[src/rtl/rob_commit_ctrl.sv]
// 16-entry reorder buffer controller: in-order allocate, CDB capture, in-order retire, flush on mispredict.
// Optional same-cycle operand forwarding is enabled by defining ROB_OPERAND_FWD_EN.
module rob_commit_ctrl #(
    parameter int ROB_SIZE = 16,
    parameter int ROB_W    = 4
) (
    input  logic             clk,
    input  logic             rst,
    input  logic             rdy,
    input  logic             issue_valid,
    input  logic [4:0]       issue_rd,
    output logic             issue_ready,
    output logic [ROB_W-1:0] issue_pos,
    output logic             update_valid,
    output logic [ROB_W-1:0] update_ROB_pos,
    output logic [4:0]       update_rd,
    input  logic             cdb_valid,
    input  logic [ROB_W-1:0] cdb_ROB_pos,
    input  logic [31:0]      cdb_val,
    input  logic             cdb_mispredict,
    input  logic [31:0]      cdb_target,
    output logic             commit_valid,
    output logic [ROB_W-1:0] commit_ROB_pos,
    output logic [4:0]       commit_rd,
    output logic [31:0]      commit_val,
    output logic             flush,
    output logic [31:0]      flush_pc,
    input  logic [ROB_W-1:0] q1_pos,
    output logic             q1_ready,
    output logic [31:0]      q1_val,
    input  logic [ROB_W-1:0] q2_pos,
    output logic             q2_ready,
    output logic [31:0]      q2_val
);

    logic [ROB_W-1:0]    head, tail;
    logic [ROB_W:0]      count;
    logic [ROB_SIZE-1:0] busy, done, mis;
    logic [4:0]          rd_q  [ROB_SIZE];
    logic [31:0]         val_q [ROB_SIZE];
    logic [31:0]         tgt_q [ROB_SIZE];

    logic retire, flush_now, alloc, capture;

    assign retire    = rdy && (count != '0) && done[head];
    assign flush_now = retire && mis[head];
    assign capture   = rdy && cdb_valid && busy[cdb_ROB_pos];

    assign issue_ready    = (count != (ROB_W+1)'(ROB_SIZE));
    assign issue_pos      = tail;
    assign alloc          = issue_valid && issue_ready && rdy && !flush_now;
    assign update_valid   = alloc;
    assign update_ROB_pos = tail;
    assign update_rd      = issue_rd;

    always_ff @(posedge clk) begin
        if (rst) begin
            head           <= '0;
            tail           <= '0;
            count          <= '0;
            busy           <= '0;
            done           <= '0;
            mis            <= '0;
            commit_valid   <= 1'b0;
            commit_ROB_pos <= '0;
            commit_rd      <= '0;
            commit_val     <= '0;
            flush          <= 1'b0;
            flush_pc       <= '0;
        end else if (!rdy) begin
            commit_valid <= 1'b0;
            flush        <= 1'b0;
        end else begin
            commit_valid <= retire;
            flush        <= flush_now;
            if (retire) begin
                commit_ROB_pos <= head;
                commit_rd      <= rd_q[head];
                commit_val     <= val_q[head];
            end
            if (flush_now)
                flush_pc <= tgt_q[head];
            if (capture) begin
                done[cdb_ROB_pos] <= 1'b1;
                mis[cdb_ROB_pos]  <= cdb_mispredict;
            end
            // A flush discards everything younger than the branch, so the
            // whole buffer empties regardless of same-edge capture.
            if (flush_now) begin
                busy  <= '0;
                done  <= '0;
                mis   <= '0;
                head  <= '0;
                tail  <= '0;
                count <= '0;
            end else begin
                if (retire) begin
                    busy[head] <= 1'b0;
                    done[head] <= 1'b0;
                    head       <= head + 1'b1;
                end
                if (alloc) begin
                    busy[tail] <= 1'b1;
                    done[tail] <= 1'b0;
                    mis[tail]  <= 1'b0;
                    tail       <= tail + 1'b1;
                end
                case ({alloc, retire})
                    2'b10:   count <= count + 1'b1;
                    2'b01:   count <= count - 1'b1;
                    default: count <= count;
                endcase
            end
        end
    end

    // Payload storage needs no reset; validity is tracked by busy/done.
    always_ff @(posedge clk) begin
        if (!rst) begin
            if (capture) begin
                val_q[cdb_ROB_pos] <= cdb_val;
                tgt_q[cdb_ROB_pos] <= cdb_target;
            end
            if (alloc)
                rd_q[tail] <= issue_rd;
        end
    end

`ifdef ROB_OPERAND_FWD_EN
    function automatic logic [32:0] lookup(input logic [ROB_W-1:0] pos);
        logic [32:0] r;
        r = '0;
        if (busy[pos] && done[pos])
            r = {1'b1, val_q[pos]};
        else if (cdb_valid && cdb_ROB_pos == pos)
            r = {1'b1, cdb_val};
        return r;
    endfunction

    always_comb begin
        {q1_ready, q1_val} = lookup(q1_pos);
        {q2_ready, q2_val} = lookup(q2_pos);
    end
`else
    logic unused_q;
    assign unused_q = ^{q1_pos, q2_pos};
    assign q1_ready = 1'b0;
    assign q1_val   = '0;
    assign q2_ready = 1'b0;
    assign q2_val   = '0;
`endif

endmodule

[config.mk]
export PLATFORM = sky130hd
export DESIGN_NAME = rob_commit_ctrl
export DESIGN_NICKNAME = d
export VERILOG_FILES = /design/src/rtl/rob_commit_ctrl.sv
export SDC_FILE = /design/constraint.sdc
export NUM_CORES = 1
export LEC_CHECK = 0
export BUFFER_PORTS_ARGS = -buffer_cell sky130_fd_sc_hd__buf_2
export CAP_MARGIN = 40
export CORE_ASPECT_RATIO = 0.7
export CORE_MARGIN = 5
export CORE_UTILIZATION = 40
export DETAILED_ROUTE_END_ITERATION = 16
export PLACE_DENSITY_LB_ADDON = 0.2
export SLEW_MARGIN = 20
export SYNTH_ARGS = -nofsm -noshare
export SYNTH_HDL_FRONTEND = slang
export SYNTH_SLANG_ARGS = --single-unit
[constraint.sdc]
create_clock -name clk -period 4.7 [get_ports clk]
set_input_delay 0.94 -clock clk [delete_from_list [all_inputs] [get_ports clk]]
set_output_delay 0.94 -clock clk [all_outputs]
set_load 0.05 [all_outputs]
==> flow_results.xml <==
<?xml version="1.0" encoding="UTF-8"?>
<metrics>
  <group name="clock_network">
    <metric name="clock_tree_from_tritoncts" unit="">built</metric>
    <metric name="cts-root-to-sink-buffers" unit="">3</metric>
    <metric name="ctsRootBufferMaster" unit="">clkbuf_16</metric>
    <metric name="insertion_delay" unit="ns">0.74</metric>
    <metric name="clock_transition_at_the_registers_of_the_reported_paths" unit="ns">0.07</metric>
    <metric name="post_cts_resized" unit="">0</metric>
    <metric name="cts-hold-fix-buffers" unit="">0</metric>
    <metric name="cts_inserted_buffers" unit="">119</metric>
    <metric name="tritoncts_num_sinks" unit="">1240</metric>
    <metric name="cts.htree.levels" unit="">3</metric>
    <metric name="postCtsSetupRepairBufs" unit="">0</metric>
  </group>
  <group name="logic_synthesis">
    <metric name="asyncSetResetFlopFracSynth" unit="">0</metric>
    <metric name="synthesis.yosys.warnings" unit="">0</metric>
    <metric name="post_synth_num_cell_types" unit="">47</metric>
    <metric name="ys_seq_elements" unit="">1240</metric>
    <metric name="post_synth_most_frequent_cells" unit="">edfxtp_1 (1104), mux4_2 (354), nand2_1 (163), dfxtp_1 (136), a21oi_1 (113)</metric>
    <metric name="top_ff_cell_synth" unit="">edfxtp_1</metric>
    <metric name="post-synth-top-count-cell" unit="">edfxtp_1</metric>
    <metric name="synth_area_leader_cell" unit="">edfxtp_1</metric>
    <metric name="post_synth_instance_area" unit="mm2">0.0479</metric>
    <metric name="synth-edff-count" unit="">1104</metric>
    <metric name="post_syn_instances" unit="">2349</metric>
    <metric name="synth_area_per_cell" unit="um2">20.4</metric>
    <metric name="synthDominantCellAreaShare" unit="">0.692</metric>
    <metric name="synth_area_leaders" unit="">edfxtp_1 (69%), mux4_2 (17%), dfxtp_1 (5.7%)</metric>
    <metric name="fraction_of_the_yosys_area_taken_by_sequential_cells" unit="">0.748</metric>
  </group>
  <group name="cells_and_area">
    <metric name="design.final.nets" unit="">2665</metric>
    <metric name="syn_to_final_growth" unit="%">14.4</metric>
    <metric name="layout-drive-gt1-share" unit="">0.311</metric>
    <metric name="final-instance-count-excl-fill" unit="">4245</metric>
  </group>
  <group name="sta">
    <metric name="hold_viol" unit="">0</metric>
    <metric name="setup_viol_count_final" unit="">0</metric>
    <metric name="setup_repair_after_global_routing_missed_its_margin" unit="">no</metric>
    <metric name="max-slew-margin-rel" unit="">0.343</metric>
    <metric name="max_slew_violations" unit="">0</metric>
    <metric name="final.min_clock_period" unit="ns">4.31</metric>
    <metric name="fin_worst_skew" unit="ns">0.0556</metric>
    <metric name="layout_worst_path_cycle_share" unit="">0.918</metric>
    <metric name="fin_worst_setup_slack" unit="ns">0.385</metric>
    <metric name="tightestPinTransition" unit="ns">0.985</metric>
    <metric name="highest_clock_rate" unit="MHz">232</metric>
  </group>
  <group name="critical_path">
    <metric name="worst_flop_to_flop_path_startpoint" unit="">head[1]$_SDFFE_PP0P_</metric>
    <metric name="timing.critical_path.mode_cell" unit="">mux4_2</metric>
    <metric name="critical_path.max_stage_delay" unit="ns">0.71</metric>
    <metric name="worstSetupStartpoint" unit="">head[1]$_SDFFE_PP0P_</metric>
    <metric name="worst_path_max_delay_cell" unit="">mux4_2</metric>
    <metric name="worst-endpoint-arrival" unit="ns">3.37</metric>
    <metric name="worst_setup_path_end_kind" unit="">output port</metric>
    <metric name="crit_path_cell_trace" unit="">mux4_2 &gt; mux4_2 &gt; and2_2 &gt; nor2_1 &gt; buf_2</metric>
    <metric name="worst-setup-path-type" unit="">register to output port</metric>
    <metric name="cp.required" unit="ns">3.76</metric>
    <metric name="worstSetupStartpointType" unit="">register</metric>
    <metric name="critPathMaxFanout" unit="">23</metric>
  </group>
  <group name="power">
    <metric name="leakage" unit="uW">0.0170</metric>
    <metric name="power_per_cell_area" unit="mW/mm2">403</metric>
    <metric name="vdd_ir_drop_max" unit="mV">0.329</metric>
  </group>
  <group name="routing">
    <metric name="route.detailed.vias_per_inst" unit="">5.49</metric>
    <metric name="detail_route.iter0.violations" unit="">1948</metric>
    <metric name="detailedRoute.firstPassIterationCount" unit="">6</metric>
    <metric name="route.detailed.wl_per_inst" unit="um">27.2</metric>
    <metric name="vias" unit="">23300</metric>
    <metric name="postRouteAntennaNets" unit="">0</metric>
    <metric name="remaining_drc_errors" unit="">0</metric>
    <metric name="drt-total-wl" unit="um">116000</metric>
  </group>
  <group name="die">
    <metric name="die_y" unit="um">300</metric>
    <metric name="initial_utilization" unit="">0.402</metric>
    <metric name="die_w" unit="um">424</metric>
    <metric name="core-area" unit="mm2">0.119</metric>
    <metric name="ios" unit="">243</metric>
    <metric name="rows" unit="">106</metric>
    <metric name="die_area" unit="mm2">0.127</metric>
  </group>
  <group name="placement">
    <metric name="finalWeightedCongestion" unit="">0.786</metric>
    <metric name="preCtsSetupSlack" unit="ns">1.10</metric>
    <metric name="placed_instance_count" unit="">4012</metric>
    <metric name="port-buffer-count" unit="">168</metric>
    <metric name="place_hpwl" unit="um">62200</metric>
  </group>
  <group name="global_route">
    <metric name="number_of_antenna_violations_at_the_first_check_in_global_routing" unit="">11</metric>
    <metric name="first_pass_grt_wire_length" unit="um">169000</metric>
    <metric name="grt_use_total" unit="">0.181</metric>
    <metric name="globalRouteOverflowTotal" unit="">0</metric>
    <metric name="grt_start_max_net_pins" unit="">148</metric>
    <metric name="first_global_vias" unit="">24300</metric>
  </group>
  <group name="status">
    <metric name="status" unit="">complete, no violations</metric>
  </group>
  <group name="hold_path">
    <metric name="timing.hold.worst.start" unit="">flush_pc[18]$_SDFFE_PP0P_</metric>
    <metric name="hold_path_class" unit="">register to register</metric>
  </group>
  <group name="flow_run">
    <metric name="cap_violations" unit="">0</metric>
  </group>
</metrics>
## routing by layer
metal  GRT usage  up-vias  wire length [um]
li1            -     9876                 -
met1       0.257    12600             50700
met2       0.291      690             55400
met3      0.0397      170              7090
met4      0.0405       10              2360
met5           0        -                62
## power by group
group / leakage [uW] / total (uW) / switching, uW / internal, uW
Clock: 0.00196 / 9700 / 4140 / 5570
Sequential: 0.0110 / 12000 / 5.13 / 12000
Combinational: 0.00399 / 396 / 342 / 53.8
Total: 0.0170 / 22100 / 4480 / 17600
## worst paths after layout
check,end,slack (ns),cells after the start
max,update_valid,0.39,5
min,flush_pc[18]$_SDFFE_PP0P_,0.45,2
max reg2reg,flush_pc[1]$_SDFFE_PP0P_,1.22,6
min reg2reg,flush_pc[18]$_SDFFE_PP0P_,0.45,2
## worst max-delay path, delay by kind of cell, from the launching register on
| family | cells | cell delay (ns) |
|---|---|---|
| buffers and inverters | 1 | 0.29 |
| DFF | 1 | 0.62 |
| muxes | 2 | 1.30 |
| and+or+nand+nor | 2 | 0.44 |
## area by class of cell
class,instances,area (um2)
clock buffer,160,3270
tap,1566,1960
antenna,5,12.5
inverter,8,30.0
fill,9901,64400
multi-input combinational,962,11300
sequential,1240,35900
clock inverter,67,734
timing repair buffer,237,1670
## state kept, by name, summed over array words and instances (netlist names), 5 cells and up
name,cells
rd_q,80
val_q,512
mis,16
commit_val,32
busy,16
flush_pc,32
commit_rd,5
tgt_q,512
done,16
count,5
## stage by stage
| step | hold slack [ns] | instance area (um2) | util | power (uW) | setup TNS, ns |
|---|---|---|---|---|---|
| after global routing | 0.467 | 54900 | 0.460 | 22800 | 0 |
| after detailed placement | 0.444 | 50800 | 0.426 | 12600 | 0 |
| after global placement | 0.444 | 50700 | 0.425 | 12600 | 0 |
| after floorplan | 0.449 | 48200 | - | 12500 | -187.66 |
| final | 0.451 | 54900 | 0.460 | 22100 | 0 |
| after CTS | 0.453 | 54800 | 0.460 | 22300 | 0 |
## cells by family after synthesis
group	after synthesis	share of synthesized area
compound gates	166	0.0198
other cells	1	0.0000782
flops	1240	0.748
simple gates	331	0.0318
xor+xnor	7	0.00128
mux	382	0.172
fa+ha+maj	10	0.00261
buf+inv	212	0.0239
## layout by cell type (no fill, tap or decap), drive strengths merged, types with 6 or more instances in the layout
cell / instances
nor2b: 13
a21oi: 115
clkinv: 47
nand2: 164
conb: 66
nand3: 22
or2: 6
o221a: 7
a31oi: 6
ha: 10
inv: 12
mux4: 354
and2: 8
clkbuf: 160
nor3: 6
buf: 237
bufinv: 12
dfxtp: 136
o21ai: 23
nor2: 77
nor3b: 14
edfxtp: 1104
mux2i: 26
(Power assumes the default switching activity.)
